**config.mk**
```make
export PLATFORM = sky130hd
export DESIGN_NAME = l1_request_arbiter_flat
export DESIGN_NICKNAME = d
export VERILOG_FILES = /design/src/rtl/l1_request_arbiter_if.sv /design/src/rtl/l1_request_arbiter.sv /design/src/flat_wrapper.sv
export SDC_FILE = /design/constraint.sdc
export NUM_CORES = 2
export LEC_CHECK = 0
export BUFFER_PORTS_ARGS = -buffer_cell sky130_fd_sc_hd__buf_2
export CAP_MARGIN = 20
export CORE_AREA = 2 2 659 661
export DETAILED_ROUTE_END_ITERATION = 16
export DIE_AREA = 0 0 661 663
export MAX_ROUTING_LAYER = met4
export PLACE_DENSITY = 0.39
export SLEW_MARGIN = 40
export SYNTH_ARGS = -nofsm -noshare
export SYNTH_HDL_FRONTEND = slang
export SYNTH_SLANG_ARGS = --single-unit
```
**constraint.sdc**
```tcl
create_clock -name clock -period 33.5 [get_ports clock]
set_clock_uncertainty 0.15 [all_clocks]
set_input_delay 5.025 -clock clock [delete_from_list [all_inputs] [get_ports clock]]
set_output_delay 5.025 -clock clock [all_outputs]
set_load 0.005 [all_outputs]
```
**src/rtl/l1_request_arbiter_if.sv**
```systemverilog
// l1_request_arbiter_if: request/response bundle between the L1 caches, the arbiter and the downstream port.
// slave is the arbiter side, master is the side that drives requests and downstream responses.
interface l1_request_arbiter_if #(
    parameter int STATUS_BITS    = 2,
    parameter int COHERENCE_BITS = 2,
    parameter int OFFSET_BITS    = 2,
    parameter int DATA_WIDTH     = 32,
    parameter int ADDRESS_WIDTH  = 32,
    parameter int MSG_BITS       = 3,
    parameter int NUM_PORTS      = 4
);
    localparam int BUS_WIDTH = STATUS_BITS + COHERENCE_BITS + DATA_WIDTH * (1 << OFFSET_BITS);
    localparam int PORT_BITS = (NUM_PORTS > 1) ? $clog2(NUM_PORTS) : 1;

    logic [NUM_PORTS*MSG_BITS-1:0]      cache2arb_msg;
    logic [NUM_PORTS*ADDRESS_WIDTH-1:0] cache2arb_address;
    logic [NUM_PORTS*BUS_WIDTH-1:0]     cache2arb_data;
    logic [NUM_PORTS*MSG_BITS-1:0]      arb2cache_msg;
    logic [NUM_PORTS*ADDRESS_WIDTH-1:0] arb2cache_address;
    logic [NUM_PORTS*BUS_WIDTH-1:0]     arb2cache_data;
    logic [MSG_BITS-1:0]                arb2lx_msg;
    logic [ADDRESS_WIDTH-1:0]           arb2lx_address;
    logic [BUS_WIDTH-1:0]               arb2lx_data;
    logic [MSG_BITS-1:0]                lx2arb_msg;
    logic [ADDRESS_WIDTH-1:0]           lx2arb_address;
    logic [BUS_WIDTH-1:0]               lx2arb_data;
    logic                               grant_valid;
    logic [PORT_BITS-1:0]               grant_id;
    logic                               timeout_error;

    modport slave (
        input  cache2arb_msg, cache2arb_address, cache2arb_data,
        input  lx2arb_msg, lx2arb_address, lx2arb_data,
        output arb2cache_msg, arb2cache_address, arb2cache_data,
        output arb2lx_msg, arb2lx_address, arb2lx_data,
        output grant_valid, grant_id, timeout_error
    );

    modport master (
        output cache2arb_msg, cache2arb_address, cache2arb_data,
        output lx2arb_msg, lx2arb_address, lx2arb_data,
        input  arb2cache_msg, arb2cache_address, arb2cache_data,
        input  arb2lx_msg, arb2lx_address, arb2lx_data,
        input  grant_valid, grant_id, timeout_error
    );
endinterface

```
**src/rtl/l1_request_arbiter.sv**
```systemverilog
// l1_request_arbiter: round-robin arbiter from NUM_PORTS L1 caches onto one downstream cache port.
// One transaction in flight; the response is routed back to the granted port, with a sticky watchdog flag.
module l1_request_arbiter #(
    parameter int STATUS_BITS    = 2,
    parameter int COHERENCE_BITS = 2,
    parameter int OFFSET_BITS    = 2,
    parameter int DATA_WIDTH     = 32,
    parameter int ADDRESS_WIDTH  = 32,
    parameter int MSG_BITS       = 3,
    parameter int NUM_PORTS      = 4,
    parameter int NO_REQ         = 0,
    parameter int TIMEOUT_CYCLES = 1023
) (
    input logic                 clock,
    input logic                 reset,
    l1_request_arbiter_if.slave bus
);
    localparam int BUS_WIDTH = STATUS_BITS + COHERENCE_BITS + DATA_WIDTH * (1 << OFFSET_BITS);
    localparam int PORT_BITS = (NUM_PORTS > 1) ? $clog2(NUM_PORTS) : 1;
    localparam int WD_BITS   = $clog2(TIMEOUT_CYCLES + 1) + 1;
    localparam logic [MSG_BITS-1:0]  IDLE_MSG  = MSG_BITS'(NO_REQ);
    localparam logic [WD_BITS-1:0]   WD_LIMIT  = WD_BITS'(TIMEOUT_CYCLES);
    localparam logic [PORT_BITS-1:0] LAST_PORT = PORT_BITS'(NUM_PORTS - 1);

    typedef enum logic [1:0] {IDLE, WAIT_RESP, RELEASE} state_t;

    state_t                             state_q, state_d;
    logic [PORT_BITS-1:0]               rr_ptr_q, rr_ptr_d;
    logic [PORT_BITS-1:0]               grant_id_q, grant_id_d;
    logic                               grant_valid_q, grant_valid_d;
    logic                               timeout_error_q, timeout_error_d;
    logic [WD_BITS-1:0]                 wd_q, wd_d;
    logic [MSG_BITS-1:0]                arb2lx_msg_q, arb2lx_msg_d;
    logic [ADDRESS_WIDTH-1:0]           arb2lx_address_q, arb2lx_address_d;
    logic [BUS_WIDTH-1:0]               arb2lx_data_q, arb2lx_data_d;
    logic [NUM_PORTS*MSG_BITS-1:0]      arb2cache_msg_q, arb2cache_msg_d;
    logic [NUM_PORTS*ADDRESS_WIDTH-1:0] arb2cache_address_q, arb2cache_address_d;
    logic [NUM_PORTS*BUS_WIDTH-1:0]     arb2cache_data_q, arb2cache_data_d;
    logic                               req_found;
    logic [PORT_BITS-1:0]               req_port;
    logic                               resp_match;
    logic                               release_ok;

    // Scan from the far end back towards rr_ptr so the closest requester wins.
    always_comb begin
        req_found = 1'b0;
        req_port  = rr_ptr_q;
        for (int i = NUM_PORTS - 1; i >= 0; i--) begin
            if (bus.cache2arb_msg[((int'(rr_ptr_q) + i) % NUM_PORTS) * MSG_BITS +: MSG_BITS] != IDLE_MSG) begin
                req_found = 1'b1;
                req_port  = PORT_BITS'((int'(rr_ptr_q) + i) % NUM_PORTS);
            end
        end
    end

    // arb2lx_address_q doubles as the latched request address used for response matching.
    assign resp_match = (bus.lx2arb_msg != IDLE_MSG) && (bus.lx2arb_address == arb2lx_address_q);
    assign release_ok = (bus.cache2arb_msg[int'(grant_id_q) * MSG_BITS +: MSG_BITS] == IDLE_MSG) &&
                        (bus.lx2arb_msg == IDLE_MSG);

    always_comb begin
        state_d             = state_q;
        rr_ptr_d            = rr_ptr_q;
        grant_id_d          = grant_id_q;
        grant_valid_d       = grant_valid_q;
        timeout_error_d     = timeout_error_q;
        wd_d                = wd_q;
        arb2lx_msg_d        = arb2lx_msg_q;
        arb2lx_address_d    = arb2lx_address_q;
        arb2lx_data_d       = arb2lx_data_q;
        arb2cache_msg_d     = arb2cache_msg_q;
        arb2cache_address_d = arb2cache_address_q;
        arb2cache_data_d    = arb2cache_data_q;
        case (state_q)
            IDLE: begin
                if (req_found) begin
                    arb2lx_msg_d     = bus.cache2arb_msg[int'(req_port) * MSG_BITS +: MSG_BITS];
                    arb2lx_address_d = bus.cache2arb_address[int'(req_port) * ADDRESS_WIDTH +: ADDRESS_WIDTH];
                    arb2lx_data_d    = bus.cache2arb_data[int'(req_port) * BUS_WIDTH +: BUS_WIDTH];
                    grant_valid_d    = 1'b1;
                    grant_id_d       = req_port;
                    wd_d             = '0;
                    state_d          = WAIT_RESP;
                end
            end
            WAIT_RESP: begin
                wd_d = (wd_q == WD_LIMIT) ? wd_q : wd_q + 1'b1;
                if (TIMEOUT_CYCLES != 0 && wd_d == WD_LIMIT)
                    timeout_error_d = 1'b1;
                if (resp_match) begin
                    arb2lx_msg_d        = IDLE_MSG;
                    arb2cache_msg_d     = '0;
                    arb2cache_address_d = '0;
                    arb2cache_data_d    = '0;
                    arb2cache_msg_d[int'(grant_id_q) * MSG_BITS +: MSG_BITS]               = bus.lx2arb_msg;
                    arb2cache_address_d[int'(grant_id_q) * ADDRESS_WIDTH +: ADDRESS_WIDTH] = bus.lx2arb_address;
                    arb2cache_data_d[int'(grant_id_q) * BUS_WIDTH +: BUS_WIDTH]            = bus.lx2arb_data;
                    state_d = RELEASE;
                end
            end
            RELEASE: begin
                if (release_ok) begin
                    arb2cache_msg_d     = '0;
                    arb2cache_address_d = '0;
                    arb2cache_data_d    = '0;
                    grant_valid_d       = 1'b0;
                    rr_ptr_d            = (grant_id_q == LAST_PORT) ? '0 : grant_id_q + 1'b1;
                    state_d             = IDLE;
                end
            end
            default: state_d = IDLE;
        endcase
    end

    always_ff @(posedge clock or posedge reset) begin
        if (reset) begin
            state_q             <= IDLE;
            rr_ptr_q            <= '0;
            grant_id_q          <= '0;
            grant_valid_q       <= 1'b0;
            timeout_error_q     <= 1'b0;
            wd_q                <= '0;
            arb2lx_msg_q        <= IDLE_MSG;
            arb2lx_address_q    <= '0;
            arb2lx_data_q       <= '0;
            arb2cache_msg_q     <= '0;
            arb2cache_address_q <= '0;
            arb2cache_data_q    <= '0;
        end else begin
            state_q             <= state_d;
            rr_ptr_q            <= rr_ptr_d;
            grant_id_q          <= grant_id_d;
            grant_valid_q       <= grant_valid_d;
            timeout_error_q     <= timeout_error_d;
            wd_q                <= wd_d;
            arb2lx_msg_q        <= arb2lx_msg_d;
            arb2lx_address_q    <= arb2lx_address_d;
            arb2lx_data_q       <= arb2lx_data_d;
            arb2cache_msg_q     <= arb2cache_msg_d;
            arb2cache_address_q <= arb2cache_address_d;
            arb2cache_data_q    <= arb2cache_data_d;
        end
    end

    assign bus.arb2lx_msg        = arb2lx_msg_q;
    assign bus.arb2lx_address    = arb2lx_address_q;
    assign bus.arb2lx_data       = arb2lx_data_q;
    assign bus.arb2cache_msg     = arb2cache_msg_q;
    assign bus.arb2cache_address = arb2cache_address_q;
    assign bus.arb2cache_data    = arb2cache_data_q;
    assign bus.grant_valid       = grant_valid_q;
    assign bus.grant_id          = grant_id_q;
    assign bus.timeout_error     = timeout_error_q;
endmodule

```
**src/flat_wrapper.sv**
```systemverilog
// flat-port wrapper written by rule: the top's interface ports become plain ports
module l1_request_arbiter_flat 
#(
    parameter int STATUS_BITS    = 2,
    parameter int COHERENCE_BITS = 2,
    parameter int OFFSET_BITS    = 2,
    parameter int DATA_WIDTH     = 32,
    parameter int ADDRESS_WIDTH  = 32,
    parameter int MSG_BITS       = 3,
    parameter int NUM_PORTS      = 4,
    parameter int NO_REQ         = 0,
    parameter int TIMEOUT_CYCLES = 1023
)
  (clock, reset, bus_cache2arb_msg, bus_cache2arb_address, bus_cache2arb_data, bus_lx2arb_msg, bus_lx2arb_address, bus_lx2arb_data, bus_arb2cache_msg, bus_arb2cache_address, bus_arb2cache_data, bus_arb2lx_msg, bus_arb2lx_address, bus_arb2lx_data, bus_grant_valid, bus_grant_id, bus_timeout_error);
  l1_request_arbiter_if #(.STATUS_BITS(STATUS_BITS), .COHERENCE_BITS(COHERENCE_BITS), .OFFSET_BITS(OFFSET_BITS), .DATA_WIDTH(DATA_WIDTH), .ADDRESS_WIDTH(ADDRESS_WIDTH), .MSG_BITS(MSG_BITS), .NUM_PORTS(NUM_PORTS)) bus_i ();
  input logic clock;
  input logic reset;
  input wire logic [$bits(bus_i.cache2arb_msg)-1:0] bus_cache2arb_msg;
  input wire logic [$bits(bus_i.cache2arb_address)-1:0] bus_cache2arb_address;
  input wire logic [$bits(bus_i.cache2arb_data)-1:0] bus_cache2arb_data;
  input wire logic [$bits(bus_i.lx2arb_msg)-1:0] bus_lx2arb_msg;
  input wire logic [$bits(bus_i.lx2arb_address)-1:0] bus_lx2arb_address;
  input wire logic [$bits(bus_i.lx2arb_data)-1:0] bus_lx2arb_data;
  output wire logic [$bits(bus_i.arb2cache_msg)-1:0] bus_arb2cache_msg;
  output wire logic [$bits(bus_i.arb2cache_address)-1:0] bus_arb2cache_address;
  output wire logic [$bits(bus_i.arb2cache_data)-1:0] bus_arb2cache_data;
  output wire logic [$bits(bus_i.arb2lx_msg)-1:0] bus_arb2lx_msg;
  output wire logic [$bits(bus_i.arb2lx_address)-1:0] bus_arb2lx_address;
  output wire logic [$bits(bus_i.arb2lx_data)-1:0] bus_arb2lx_data;
  output wire logic [$bits(bus_i.grant_valid)-1:0] bus_grant_valid;
  output wire logic [$bits(bus_i.grant_id)-1:0] bus_grant_id;
  output wire logic [$bits(bus_i.timeout_error)-1:0] bus_timeout_error;
  assign bus_i.cache2arb_msg = bus_cache2arb_msg;
  assign bus_i.cache2arb_address = bus_cache2arb_address;
  assign bus_i.cache2arb_data = bus_cache2arb_data;
  assign bus_i.lx2arb_msg = bus_lx2arb_msg;
  assign bus_i.lx2arb_address = bus_lx2arb_address;
  assign bus_i.lx2arb_data = bus_lx2arb_data;
  assign bus_arb2cache_msg = bus_i.arb2cache_msg;
  assign bus_arb2cache_address = bus_i.arb2cache_address;
  assign bus_arb2cache_data = bus_i.arb2cache_data;
  assign bus_arb2lx_msg = bus_i.arb2lx_msg;
  assign bus_arb2lx_address = bus_i.arb2lx_address;
  assign bus_arb2lx_data = bus_i.arb2lx_data;
  assign bus_grant_valid = bus_i.grant_valid;
  assign bus_grant_id = bus_i.grant_id;
  assign bus_timeout_error = bus_i.timeout_error;
  l1_request_arbiter #(.STATUS_BITS(STATUS_BITS), .COHERENCE_BITS(COHERENCE_BITS), .OFFSET_BITS(OFFSET_BITS), .DATA_WIDTH(DATA_WIDTH), .ADDRESS_WIDTH(ADDRESS_WIDTH), .MSG_BITS(MSG_BITS), .NUM_PORTS(NUM_PORTS), .NO_REQ(NO_REQ), .TIMEOUT_CYCLES(TIMEOUT_CYCLES)) u_core (.clock(clock), .reset(reset), .bus(bus_i));
endmodule
```
==> impl.org <==
** Run status
- The run finished with clean final reports.

** Clocking
- Hold bufs inserted after CTS :: 0
- Num Clock Sinks :: 854
- Post-CTS repair changed the size of 0 cells.
- CTS H-tree lvls :: 3
- TritonCTS built the clock tree.
- TritonCTS Buffers :: 119
- In this run the clock root is driven by a sky130_fd_sc_hd__clkbuf_16.
- Skew-Pair Late Insertion Delay :: 0.91 ns
- Number of buffers between clock root and the deepest sink :: 4
- Post-CTS timing repair inserted 0 buffers for setup.
- After clock tree synthesis, the clock-pin slew on the worst setup and hold paths is 0.06 ns.

** Critical path
- The cell that appears most often on the critical path is sky130_fd_sc_hd__buf_6.
- The setup path with the least slack is of type input pin to flip-flop.
- Cell with the largest stage delay on the worst path :: sky130_fd_sc_hd__buf_4
- Delay contributed by the slowest stage of the critical path :: 0.69 ns
- Reg2Reg Setup Slack :: 26.99 ns
- Kind of capture point of the worst setup path :: flip-flop
- Cell Chain, Critical Path :: buf_2, xor2_2, nor4_1, nand4_1, or4_1, and2_4, buf_6, buf_4, buf_12, buf_16, buf_6, a211oi_1, a21o_1
- The number of cells on the worst reg-to-reg path is 11.
- In this run the critical register-to-register path is captured at u_core.bus.arb2cache_data[46].
- STA classifies the critical path startpoint as an input pin.
- Data required time of the critical path :: 34.08 ns
- Data arrives at the worst endpoint at 10.30 ns.
- Start of the worst register-to-register path :: u_core.bus.grant_id[0]
- In this run the worst path has a maximum fanout of 131.

** GRT
- The number of global-route vias before repair is 48.5k.
- The first global-routing pass estimated 488000 um of wire.
- Global-route usage over all layers :: 16.9%
- Pin count of the biggest net entering global routing :: 171
- The initial antenna violation count is 186.
- Grt total ovfl :: 0

** STA
- Final setup margin :: 23.78 ns
- After routing, the total negative slack on setup checks comes to 0 ns.
- Unrepaired setup endpoints after global routing :: false
- Hold Fails Final Rpt :: 0
- For the pin with the worst max-slew slack, the measured transition is 0.972 ns.
- The worst path uses 29.0% of the clock period.
- Peak Freq :: 0.103 GHz
- Setup-failing EPs final :: 0
- Relative slew margins :: 35.2%
- Final slew viol count :: 0
- The worst path needs 9.72 ns of the cycle, external delays included.
- Final hold analysis gives a worst-case slack of 0.318 ns.

** Routing
- After detailed routing, the average wire length per cell comes to 29.8 um.
- Detailed-router iteration count before antenna repair :: 6
- Detailed-route via count :: 49.6k
- Routed wire length :: 376000 um
- Violation count after the first detailed-route iteration :: 3721
- Once detail routing completed, the nets flagged for antenna violations numbered 0.
- After detailed routing, the number of remaining DRC violations is 0.
- Using the TritonRoute via totals, the vias-per-cell ratio works out to 3.93.

** Synth
- Compound-Gate Fraction of Synth Area :: 28.5%
- EDFF count, synth :: 0
- Biggest area contributors in the synthesized netlist :: sky130_fd_sc_hd__dfrtp_1 45%, sky130_fd_sc_hd__nand2_1 6.5%, sky130_fd_sc_hd__o21ai_0 4.5%
- Of all flip-flops after synthesis, the portion carrying an async set or reset was 100%.
- Number of synthesized register bits :: 854
- Post-synth top flop :: sky130_fd_sc_hd__dfrtp_1
- For this run, the number of Yosys warnings is 0.
- In the synthesized netlist, mux cells make up 6.81% of the area.
- Of the total synthesized cell area, the portion taken by AND, OR, NAND and NOR gates is 13.1%.
- Mean Syn Cell Area :: 9.19 sq um
- Mapped Cells :: 5126
- After synthesis, the netlist uses 75 different library cells.
- Top cell type by total area after synthesis :: sky130_fd_sc_hd__dfrtp_1
- Xor/xnor share of the synthesized area :: 0.614%
- The number of nets in the synthesized netlist is 5974.
- The synthesized netlist occupies a cell area of 0.0471 sq mm.
- Of the synthesized area, sequential elements account for 45.4%.
- Main combinational cell family by area after synthesis :: compound AO/OA/AOI/OAI gates
- Proportion of netlist area held by the largest area contributor :: 45.4%
- Of the total synthesized cell area, the portion taken by full adders, half adders and majority gates is 0.292%.

** Power and ir drop
- Power spread over the standard cell area amounts to 39.9 mW/mm^2.
- Max VDD drop :: 0.0432 mV
- Leak pwr :: 31.0 nW

** Floorplanning
- Number of cell rows :: 242
- Once the floorplan was initialized, standard cells occupied 10.9% of the core.
- The region available for standard cell placement spans 0.432 sq mm.
- The die covers 0.438 sq mm.
- Horizontal die dimension :: 661 um
- Vertical die dimension :: 663 um
- # IOs :: 1676

** Place
- Once placement completed, the tool counted placed cells totaling 12.2k.
- Buffers placed on the I/O ports in this run total 1675.
- The HPWL after detailed placement is 303000 um.
- At the end of routability-driven placement, the weighted congestion stood at 0.957.
- Prior to clock tree synthesis, the placed netlist has a worst setup slack of 22.72 ns.
- The placed instances occupy a cell area of 0.0623 sq mm.

** Finish
- The top cell types in the final layout, fill and taps aside, are 1677 x sky130_fd_sc_hd__buf_2, 852 x sky130_fd_sc_hd__dfrtp_1, 807 x sky130_fd_sc_hd__nand2_1, 423 x sky130_fd_sc_hd__o21ai_0, 298 x sky130_fd_sc_hd__nor2_1.
- The layout has 49.4k filler cells.
- Final cell count without fillers :: 12.6k
- Final Instance Area :: 0.0672 sq mm
- The post-route netlist has 33.3% of its cells at a drive strength greater than 1.
- The final layout contains 7396 nets.
- Commonest non-fill, non-tap cell in the layout :: sky130_fd_sc_hd__buf_2
- Multi-input gate area in the final layout :: 0.0238 sq mm
- Across the whole layout, storage elements account for 0.0214 sq mm.
- Signed area change from the synthesized netlist to the final layout :: 42.6%

** Hold path
- For hold timing, the worst endpoint is u_core.bus.timeout_error.
- Critical hold path startpoint :: u_core.bus.timeout_error
- Cell depth of the worst min-delay path :: 1
- The min-delay analysis places its worst path in the category flip-flop to flip-flop.

** Flow run
- Total of max-cap violations :: 0
==> state kept, by name, indices dropped and copies added (netlist names), 2 cells and up <==
register	count
u_core.bus.arb2cache_address	128
u_core.bus.arb2cache_data	528
u_core.bus.arb2cache_msg	12
u_core.bus.arb2lx_address	32
u_core.bus.arb2lx_data	132
u_core.bus.arb2lx_msg	3
u_core.bus.grant_id	2
u_core.rr_ptr_q	2
u_core.state_q	2
u_core.wd_q	11
==> cell usage after synthesis (all sizes together) (7+ instances only) <==
library cell    n
a21oi          58
dfrtp         854
buf           134
a211o          95
o21ai         451
o22ai          81
nand2         810
nor2b           8
clkbuf        387
nor3           92
or3             7
or2            11
nor4           11
a22o          221
nand4           7
mux2          112
mux2i         190
a211oi        240
and2           10
a21o          102
xor2           31
a2111oi       130
a221oi        134
o31ai         190
a22oi          97
ha             11
inv            95
nand3          18
and3          134
nor2          303
nand2b         29
==> critical path, delay by kind of cell <==
family / cells / cell delay [ns]
simple gates: 4 / 1.16
xor+xnor: 1 / 0.60
buf+inv: 6 / 2.77
compound gates: 2 / 0.30
==> kinds of logic after synthesis <==
family          count (synthesis)
compound gates               1855
flops                         854
fa+ha+maj                      11
xor+xnor                       33
mux                           304
buf+inv                       618
simple gates                 1451
==> how the worst max path moves through the flow <==
stage                           start                         endpoint
2_1_floorplan                   reset  u_core.bus.arb2cache_address[0]
3_3_place_gp   bus_lx2arb_address[18]    u_core.bus.arb2cache_data[42]
3_5_place_dp    bus_lx2arb_address[1]    u_core.bus.arb2cache_data[46]
4_1_cts         bus_lx2arb_address[1]    u_core.bus.arb2cache_data[46]
5_1_grt         bus_lx2arb_address[1]    u_core.bus.arb2cache_data[46]
6_report       bus_lx2arb_address[18]    u_core.bus.arb2cache_data[46]
==> where the power goes <==
part | switching [mW] | internal (mW) | total (mW) | leakage (nW)
combinational | 0.167 | 0.0860 | 0.253 | 17.1
clock | 0.565 | 0.832 | 1.40 | 2.00
sequential | 0.00000342 | 1.03 | 1.03 | 11.9
==> stage by stage <==
stage | util [%] | power [mW]
global route | 15.5 | 2.78
CTS | 15.4 | 2.74
finish | 15.5 | 2.68
global placement | 14.3 | 1.31
detailed placement | 14.4 | 1.31
floorplan | - | 1.15
==> layer usage <==
metal  track usage (%)  part of all wire, %  up-vias
li1                  -                    -    22250
met1              15.9                   33    24792
met2              32.0                   55     1927
met3              3.67                  6.1      614
met4              8.97                  6.1        0
met5                 -                    0        -
==> layout make-up <==
class / count / share of cell area, %
well taps: 5734 / 10.7
clock buffers: 163 / 5.04
flip-flops and latches: 854 / 31.8
repair buffers: 1822 / 14.5
clock inverters: 42 / 1.05
inverters: 97 / 0.553
multi-input cells: 3654 / 35.4
diodes: 259 / 0.965
(Power assumes the default switching activity.)
